$ cat config.mk
export PLATFORM = sky130hd
export DESIGN_NAME = imm_encoder
export DESIGN_NICKNAME = d
export VERILOG_FILES = /design/src/rtl/riscv_pkg.sv /design/src/rtl/imm_field_pack.sv /design/src/rtl/imm_encoder.sv
export SDC_FILE = /design/constraint.sdc
export NUM_CORES = 1
export LEC_CHECK = 0
export ABC_AREA = 1
export BUFFER_PORTS_ARGS = -buffer_cell sky130_fd_sc_hd__buf_2
export CAP_MARGIN = 20
export CORE_MARGIN = 3
export CORE_UTILIZATION = 54
export DETAILED_ROUTE_END_ITERATION = 16
export PLACE_DENSITY = 0.8
export SLEW_MARGIN = 20
export SYNTH_ARGS = -nofsm -noshare
export SYNTH_HDL_FRONTEND = slang
export SYNTH_SLANG_ARGS = --single-unit
$ cat constraint.sdc
create_clock -name clk -period 1.9 [get_ports clk]
set_input_delay 0.475 -clock clk [delete_from_list [all_inputs] [get_ports clk]]
set_output_delay 0.475 -clock clk [all_outputs]
set_load 0.05 [all_outputs]
$ cat src/rtl/riscv_pkg.sv
// ============================================================================
// riscv_pkg
// Shared RISC-V types: immediate format codes, encoder FSM states, XLEN.
// Rev 1.0
// ============================================================================
`default_nettype none

package riscv_pkg;

    localparam int XLEN = 32;

    typedef enum logic [2:0] {
        IMM_I = 3'b000,
        IMM_U = 3'b001,
        IMM_S = 3'b010,
        IMM_B = 3'b011,
        IMM_J = 3'b100
    } imm_src_e;

    typedef enum logic [1:0] {
        ST_IDLE  = 2'd0,
        ST_RUN   = 2'd1,
        ST_DRAIN = 2'd2,
        ST_DONE  = 2'd3
    } enc_state_e;

endpackage

`default_nettype wire

$ cat src/rtl/imm_field_pack.sv
// ============================================================================
// imm_field_pack
// Scatters an immediate into the instruction fields of the selected format
// and flags values that the format cannot represent.
// Rev 1.0
// ============================================================================
`default_nettype none

module imm_field_pack
    import riscv_pkg::*;
(
    input  logic [2:0]      i_imm_src,
    input  logic [XLEN-1:0] i_base,
    input  logic [XLEN-1:0] i_imm,
    output logic [XLEN-1:0] o_instr,
    output logic            o_range_err
);

    // Sign-extension checks: every bit above the field's sign bit must match it.
    logic w_sext_11;
    logic w_sext_12;
    logic w_sext_20;

    assign w_sext_11 = (&i_imm[31:11]) | ~(|i_imm[31:11]);
    assign w_sext_12 = (&i_imm[31:12]) | ~(|i_imm[31:12]);
    assign w_sext_20 = (&i_imm[31:20]) | ~(|i_imm[31:20]);

    always_comb begin
        o_instr     = i_base;
        o_range_err = 1'b1;
        case (imm_src_e'(i_imm_src))
            IMM_I: begin
                o_instr[31:20] = i_imm[11:0];
                o_range_err    = ~w_sext_11;
            end
            IMM_U: begin
                o_instr[31:12] = i_imm[31:12];
                o_range_err    = |i_imm[11:0];
            end
            IMM_S: begin
                o_instr[31:25] = i_imm[11:5];
                o_instr[11:7]  = i_imm[4:0];
                o_range_err    = ~w_sext_11;
            end
            IMM_B: begin
                o_instr[31]    = i_imm[12];
                o_instr[30:25] = i_imm[10:5];
                o_instr[11:8]  = i_imm[4:1];
                o_instr[7]     = i_imm[11];
                o_range_err    = ~w_sext_12 | i_imm[0];
            end
            IMM_J: begin
                o_instr[31]    = i_imm[20];
                o_instr[30:21] = i_imm[10:1];
                o_instr[20]    = i_imm[11];
                o_instr[19:12] = i_imm[19:12];
                o_range_err    = ~w_sext_20 | i_imm[0];
            end
            default: begin
                o_instr     = i_base;
                o_range_err = 1'b1;
            end
        endcase
    end

endmodule

`default_nettype wire

$ cat src/rtl/imm_encoder.sv
// ============================================================================
// imm_encoder
// Streaming immediate encoder with run control, address generation and a
// one-deep valid/ready output register.
// Rev 1.0
// ============================================================================
`default_nettype none

module imm_encoder
    import riscv_pkg::*;
#(
    parameter int                    DATA_WIDTH = 32,
    parameter int                    ADDR_WIDTH = 32,
    parameter logic [ADDR_WIDTH-1:0] BASE_ADDR  = '0,
    parameter int                    CNT_WIDTH  = 16
) (
    input  logic                  clk,
    input  logic                  rst,
    input  logic                  start,
    input  logic [CNT_WIDTH-1:0]  num_words,
    input  logic                  in_valid,
    output logic                  in_ready,
    input  logic [2:0]            ImmSrc,
    input  logic [DATA_WIDTH-1:0] base_i,
    input  logic [DATA_WIDTH-1:0] imm_i,
    output logic                  out_valid,
    input  logic                  out_ready,
    output logic [DATA_WIDTH-1:0] instr_o,
    output logic [ADDR_WIDTH-1:0] addr_o,
    output logic                  range_err,
    output logic [CNT_WIDTH-1:0]  err_cnt,
    output logic                  busy,
    output logic                  done
);

    enc_state_e             r_state;
    enc_state_e             w_state_next;
    logic [CNT_WIDTH-1:0]   r_remaining;
    logic [ADDR_WIDTH-1:0]  r_next_addr;
    logic                   r_out_valid;
    logic [DATA_WIDTH-1:0]  r_instr;
    logic [ADDR_WIDTH-1:0]  r_addr;
    logic                   r_range_err;
    logic [CNT_WIDTH-1:0]   r_err_cnt;

    logic [DATA_WIDTH-1:0]  w_instr;
    logic                   w_range_err;
    logic                   w_start;
    logic                   w_in_ready;
    logic                   w_in_hs;
    logic                   w_out_hs;

    imm_field_pack u_pack (
        .i_imm_src   (ImmSrc),
        .i_base      (base_i),
        .i_imm       (imm_i),
        .o_instr     (w_instr),
        .o_range_err (w_range_err)
    );

    assign w_start    = (r_state == ST_IDLE) && start;
    assign w_in_ready = (r_state == ST_RUN) && (!r_out_valid || out_ready);
    assign w_in_hs    = in_valid && w_in_ready;
    assign w_out_hs   = r_out_valid && out_ready;

    always_comb begin
        w_state_next = r_state;
        case (r_state)
            ST_IDLE: begin
                if (start) begin
                    w_state_next = (num_words == '0) ? ST_DONE : ST_RUN;
                end
            end
            ST_RUN: begin
                if (w_in_hs && (r_remaining == CNT_WIDTH'(1))) begin
                    w_state_next = ST_DRAIN;
                end
            end
            ST_DRAIN: begin
                if (!r_out_valid || out_ready) begin
                    w_state_next = ST_DONE;
                end
            end
            ST_DONE:  w_state_next = ST_IDLE;
            default:  w_state_next = ST_IDLE;
        endcase
    end

    always_ff @(posedge clk) begin
        if (rst) begin
            r_state     <= ST_IDLE;
            r_remaining <= '0;
            r_next_addr <= '0;
            r_err_cnt   <= '0;
        end else begin
            r_state <= w_state_next;
            if (w_start) begin
                r_remaining <= num_words;
                r_next_addr <= BASE_ADDR;
            end else if (w_in_hs) begin
                r_remaining <= r_remaining - CNT_WIDTH'(1);
                r_next_addr <= r_next_addr + ADDR_WIDTH'(4);
            end
            // Saturating count of flagged words that actually left the block.
            if (w_start) begin
                r_err_cnt <= '0;
            end else if (w_out_hs && r_range_err && !(&r_err_cnt)) begin
                r_err_cnt <= r_err_cnt + CNT_WIDTH'(1);
            end
        end
    end

    always_ff @(posedge clk) begin
        if (rst) begin
            r_out_valid <= 1'b0;
            r_instr     <= '0;
            r_addr      <= BASE_ADDR;
            r_range_err <= 1'b0;
        end else if (w_in_hs) begin
            r_out_valid <= 1'b1;
            r_instr     <= w_instr;
            r_addr      <= r_next_addr;
            r_range_err <= w_range_err;
        end else if (w_out_hs) begin
            r_out_valid <= 1'b0;
        end
    end

    assign in_ready  = w_in_ready;
    assign out_valid = r_out_valid;
    assign instr_o   = r_instr;
    assign addr_o    = r_addr;
    assign range_err = r_range_err;
    assign err_cnt   = r_err_cnt;
    assign busy      = (r_state != ST_IDLE);
    assign done      = (r_state == ST_DONE);

endmodule

`default_nettype wire

Word-level counts from Yosys, hierarchy flattened
Cells that the tools add are included.

word-level totals
  flip-flop bits (word level) = 132
  input bits = 88
  output and inout port bits = 85
  word-level logic and storage cells = 75

cells by class
  add/sub/neg operators = 3
  equality and inequality tests = 11
  muxes and demuxes = 14
  bitwise logic cells = 11
  reduce and logical (&&, ||, !) cells = 28

operator list
  kind                   count
  $add 32x3->32 const B  1
  $mux 16                2
  $pmux 7 s4             1
  $reduce_or 12->1       2
  $reduce_and 21->1      1
  $reduce_or 21->1       1
  $reduce_and 20->1      1
  $reduce_or 20->1       1
  $add 16x1->16 const B  1
  $eq 16x1->1 const B    1
  $logic_not 16->1       1
  $reduce_and 16->1      1
  $sub 16x1->16 const B  1
  $pmux 5 s3             1
  $reduce_and 12->1      1
  $pmux 5 s2             1
  $mux 2                 4
  $mux 8                 1
  $pmux 2 s4             1
  $logic_and 1x1->1      7
  $eq 3x2->1 const B     2
  $not 1->1              6
  $reduce_bool 2->1      3
  $reduce_or 2->1        3
  14 further kinds       22

Logic depth before layout (Yosys ltp)
  depth in word-level cells = 7
  mapped depth = 11
  depth with buffers taken out = 11

By module
From an unflattened synthesis, not the netlist that was laid out.

second synthesis, totals
  cell total of the unflattened synthesis = 1125
  area, all modules = 7149.4 um2

by module, submodules not included
  module          instances  cells an instance  area an instance (um2)  seq. area each (um2)
  imm_encoder     1          928                6241.0                  2562.5
  imm_field_pack  1          197                908.4                   0.0

Least setup slack after synthesis
No wires, ideal clock.

  kind = reg-to-reg
  start point = register r_err_cnt[0], in the netlist err_cnt[0]
  end point = register r_err_cnt[1], in the netlist err_cnt[1]
  library setup time = 0.116 ns
  arrival = 1.896 ns
  data required time = 1.784 ns
  setup slack = -0.112 ns
  stages on the path, launching flop included = 12
  buffers on the path = 1
  period minus slack after synthesis = 2.012 ns
  cells stage by stage = dfxtp_1 ha_1 nand2_1 inv_1 nand2_2 nor2_4 nand2_2 a21oi_4 inv_2 buf_6 nor2_1 nor2_1

between the ends
  longest elaborated chain between the ends = 3
  elaborated cells on any way between the ends = 4
  those cells by class = add/sub (1); reduce/logical (3)

ends and longest elaborated chain
  element                                                                RTL line            text
  from (decl)                                                            imm_encoder.sv:44   logic [CNT_WIDTH-1:0] r_err_cnt;
  from (signal assigned)                                                 imm_encoder.sv:108  r_err_cnt <= r_err_cnt + CNT_WIDTH'(1);
  parallel branches: the longest is 3 deep, another holds $add 16x1->16  --

Several ways; the timed one is not identified.
A chain may end at the register's enable or synchronous reset.

Worst setup path in the final report
  start point = register r_state[1]
  end point = output port in_ready

between the ends
  longest elaborated chain between the ends = 2

ends and longest elaborated chain
  element                 RTL line           text
  from (decl)             imm_encoder.sv:36  enc_state_e r_state;
  from (signal assigned)  imm_encoder.sv:96  r_state <= w_state_next;
  $eq 2x1->1              imm_encoder.sv:62  assign w_in_ready = (r_state == ST_RUN) && (!r_out_valid || out_ready);
  $logic_and 1x1->1       imm_encoder.sv:62
  to (decl)               imm_encoder.sv:22  output logic in_ready,

No other way between the ends.

==> impl_summary.log <==
INFO  metric crit_path_start_kind = register
INFO  metric grt_pass1_wl = 31.7 mm
INFO  metric core_area = 12200 um2
INFO  metric final_critical_delay_including_setup_and_external_delays = approximately 1900 ps
INFO  metric rows = 40
INFO  metric min_period_over_period = 0.976
INFO  metric leakage = slightly below 0.004 uW
INFO  metric floorplan.die_area = 14100 um2
INFO  metric cts.path.max_buffers = 2
INFO  metric dr.first_iter.drc_count = 634
INFO  metric floorplan.die.height = 119 um
INFO  metric ys_seq_area_frac = 0.374
INFO  metric die_w = 119 um
INFO  metric finalSetupTns = 0 ps
INFO  metric io_buffer_count = 170
INFO  metric timing.reg2reg.worst_path_depth = 8
INFO  metric worst-setup-path-type = reg2out
INFO  metric critical_path.max_fanout = 4
INFO  metric worst_path_largest_cell_delay = 330 ps
INFO  metric finalClockSkew = about 5.3 ps
INFO  metric h_tree_depth = 4
INFO  metric rr_endpoint = r_remaining[5]$_SDFFE_PP0P_
INFO  metric numCtsBuffers = 17
INFO  metric grt_use_total = 0.270
INFO  metric synthCells = 1068
INFO  metric dpl.hpwl = 14.0 mm
INFO  metric worst_skew_pair.late_latency = 420 ps
INFO  metric proportion_of_synthesized_flip_flops_having_asynchronous_set_or_reset = 0
INFO  metric vdd.ir_drop.worst = 0.737 mV
INFO  metric run_status = finished clean
INFO  metric ys_types = 36
INFO  metric drt_pass1_iterations = 5
INFO  metric slowest_stage_cell_crit_path = sky130_fd_sc_hd__dfxtp_1
INFO  metric critPathRequiredTime = between 1000 and 1500 ps
INFO  metric timing.critical_path.arrival = about 1400 ps
INFO  metric fin_nets = 1346
INFO  metric clock-sinks = 128
INFO  metric cell_total_after_placement = 1397
INFO  metric finalSetupViolations = 0
INFO  metric timing.hold.worst.start = base_i[1]
INFO  metric clock_tree_from_tritoncts = done
INFO  metric worst_setup_ep = in_ready
INFO  metric grt.overflow.total = 0
INFO  metric floorplan.initialDensity = 0.561
INFO  metric finish.cell_count_without_fillers = 1431
INFO  metric gpl_wtd_cong = approximately 0.94
INFO  metric crit_path_end_kind = output port
INFO  metric powerDensity = 1150 nW/um2
INFO  metric remaining_design_rule_violation_count = 0
INFO  metric synth_seq_cells = roughly 130
INFO  metric synth_enable_flop_cells = 0
INFO  metric holdPathStages = 3
INFO  metric leading_cell_types_in_the_layout_fill_and_taps_excluded = sky130_fd_sc_hd__nand2_1, sky130_fd_sc_hd__buf_2, sky130_fd_sc_hd__nor2_1, sky130_fd_sc_hd__dfxtp_1, sky130_fd_sc_hd__inv_1
INFO  metric syn_avg_cell_area = 6.42 um2
INFO  metric ant_nets = 0
INFO  metric post_drt_wl_per_cell = around 13 um
INFO  metric max_freq = 539 MHz
INFO  metric reg_to_reg_start = r_state[1]$_SDFFE_PP0P_
INFO  metric timing.final.max_slew_violations = 0
INFO  metric layout.cells.most_common = sky130_fd_sc_hd__nand2_1
INFO  metric yosysWarningCount = 0
INFO  metric grt_pass1_vias = 6766
INFO  metric route.final.wire_length = between 15 and 20 mm
INFO  metric synth_flop_cell = sky130_fd_sc_hd__dfxtp_1
INFO  metric drive_gt1_frac = 0.203
INFO  metric setup.worst_path.start = r_state[1]$_SDFFE_PP0P_
INFO  metric netlist_area = around 6900 um2
INFO  metric timing.hold.worst.class = in2reg
INFO  metric max_cap_violations = 0
INFO  metric clk_pin_slew = 60 ps
INFO  metric ios = roughly 170
INFO  metric cp_cell_sequence = inv_2 > ha_4 > inv_1 > nor2_2 > buf_6
INFO  metric timing.reg2reg.setup_slack = 160 ps
INFO  metric ctsRootBufferMaster = sky130_fd_sc_hd__clkbuf_16
INFO  metric routed_via_density = 5.17
INFO  metric hold_viol_final = 0
INFO  metric layout-area-overhead-vs-synth = 25.9%
INFO  metric via_count = 7398
INFO  metric pin_count_of_the_biggest_net_entering_global_routing = 43
INFO  metric antenna_found_initial = 1
INFO  metric cts.hold.buffers_added = 0
## report_power, final
group          internal [uW]  switching [uW]
logic                    974            2340
registers               3010             216
clock network           2130            1230
total                   6110            3780
## Yosys cell counts (4+ instances only)
library cell / count / area, um2
sky130_fd_sc_hd__a21oi_1: 97 / 485
sky130_fd_sc_hd__nand3b_1: 8 / 60.1
sky130_fd_sc_hd__a31oi_1: 7 / 43.8
sky130_fd_sc_hd__nand3_1: 53 / 265
sky130_fd_sc_hd__o211ai_1: 28 / 210
sky130_fd_sc_hd__nor3_1: 12 / 60.1
sky130_fd_sc_hd__nand4_1: 11 / 68.8
sky130_fd_sc_hd__inv_1: 107 / 402
sky130_fd_sc_hd__buf_2: 11 / 55.1
sky130_fd_sc_hd__xor2_1: 13 / 114
sky130_fd_sc_hd__nand2_1: 350 / 1310
sky130_fd_sc_hd__dfxtp_1: 128 / 2560
sky130_fd_sc_hd__ha_1: 9 / 113
sky130_fd_sc_hd__nor2_1: 131 / 492
sky130_fd_sc_hd__o21ai_0: 39 / 195
sky130_fd_sc_hd__nor2_2: 4 / 25.0
sky130_fd_sc_hd__xnor2_1: 10 / 87.6
sky130_fd_sc_hd__nand2_2: 6 / 37.5
sky130_fd_sc_hd__clkbuf_1: 18 / 67.6
## cell families after synthesis
family          after synthesis  synth area share
compound gates              175             0.142
xor+xnor                     23            0.0294
fa+ha+maj                     9            0.0164
buf+inv                     146            0.0852
flops                       128             0.374
other cells                   1          0.000547
simple gates                586             0.353
## worst min-delay path by stage
stage	end	slack [ps]
floorplan	r_remaining[1]$_SDFFE_PP0P_	450
global placement	addr_o[13]$_SDFFE_PP0P_	450
detailed placement	addr_o[13]$_SDFFE_PP0P_	450
CTS	instr_o[6]$_SDFFE_PP0P_	290
global route	instr_o[6]$_SDFFE_PP0P_	310
finish	instr_o[1]$_SDFFE_PP0P_	300
## layout make-up
cell class / instances / area, um2
Fill cell: 1114 / 3580
Sequential cell: 128 / 2570
Multi-Input combinational cell: 795 / 3730
Inverter: 111 / 417
Tap cell: 168 / 210
Clock buffer: 19 / 453
Clock inverter: 13 / 163
Timing Repair Buffer: 196 / 1080
Antenna cell: 1 / 2.50
## routing by layer
layer,vias to the layer above,track usage,share of wire
met5,-,0,0
met4,0,0.0746,0.012
met3,24,0.0785,0.079
met2,249,0.425,0.46
met1,3341,0.361,0.45
li1,3784,-,-
## metrics by stage
stage / total power, uW / setup slack [ps] / hold WS (ps) / instance area, um2 / utilization
CTS: 9880 / 23.1 / 292 / 8610 / 0.705
detailed placement: 6470 / 34.9 / 452 / 7970 / 0.652
global route: 10400 / -11.1 / 308 / 8630 / 0.707
global placement: 6430 / 96.9 / 449 / 7970 / 0.652
finish: 9900 / 45.9 / 304 / 8630 / 0.707
floorplan: 5600 / 21.7 / 445 / 6860 / -
## repair_timing
item	CTS	global route
resized for setup	8	3
setup endpoints to repair	2	4
buffers inserted	0	1
cloned	0	0
## state kept, by name (all words and copies together) (netlist names)
signal	flops
r_remaining	16
r_state	2
addr_o	30
r_next_addr	30
range_err	1
instr_o	32
out_valid	1
err_cnt	16
## worst max-delay path: cells and delay by family, from the launching register on
family | cells | cell delay [ps]
AND/OR/NAND/NOR | 1 | 130
buffers and inverters | 3 | 340
adder cells (fa/ha/maj) | 1 | 160
flip-flops | 1 | 330
Power figures use the tool's default switching activity.
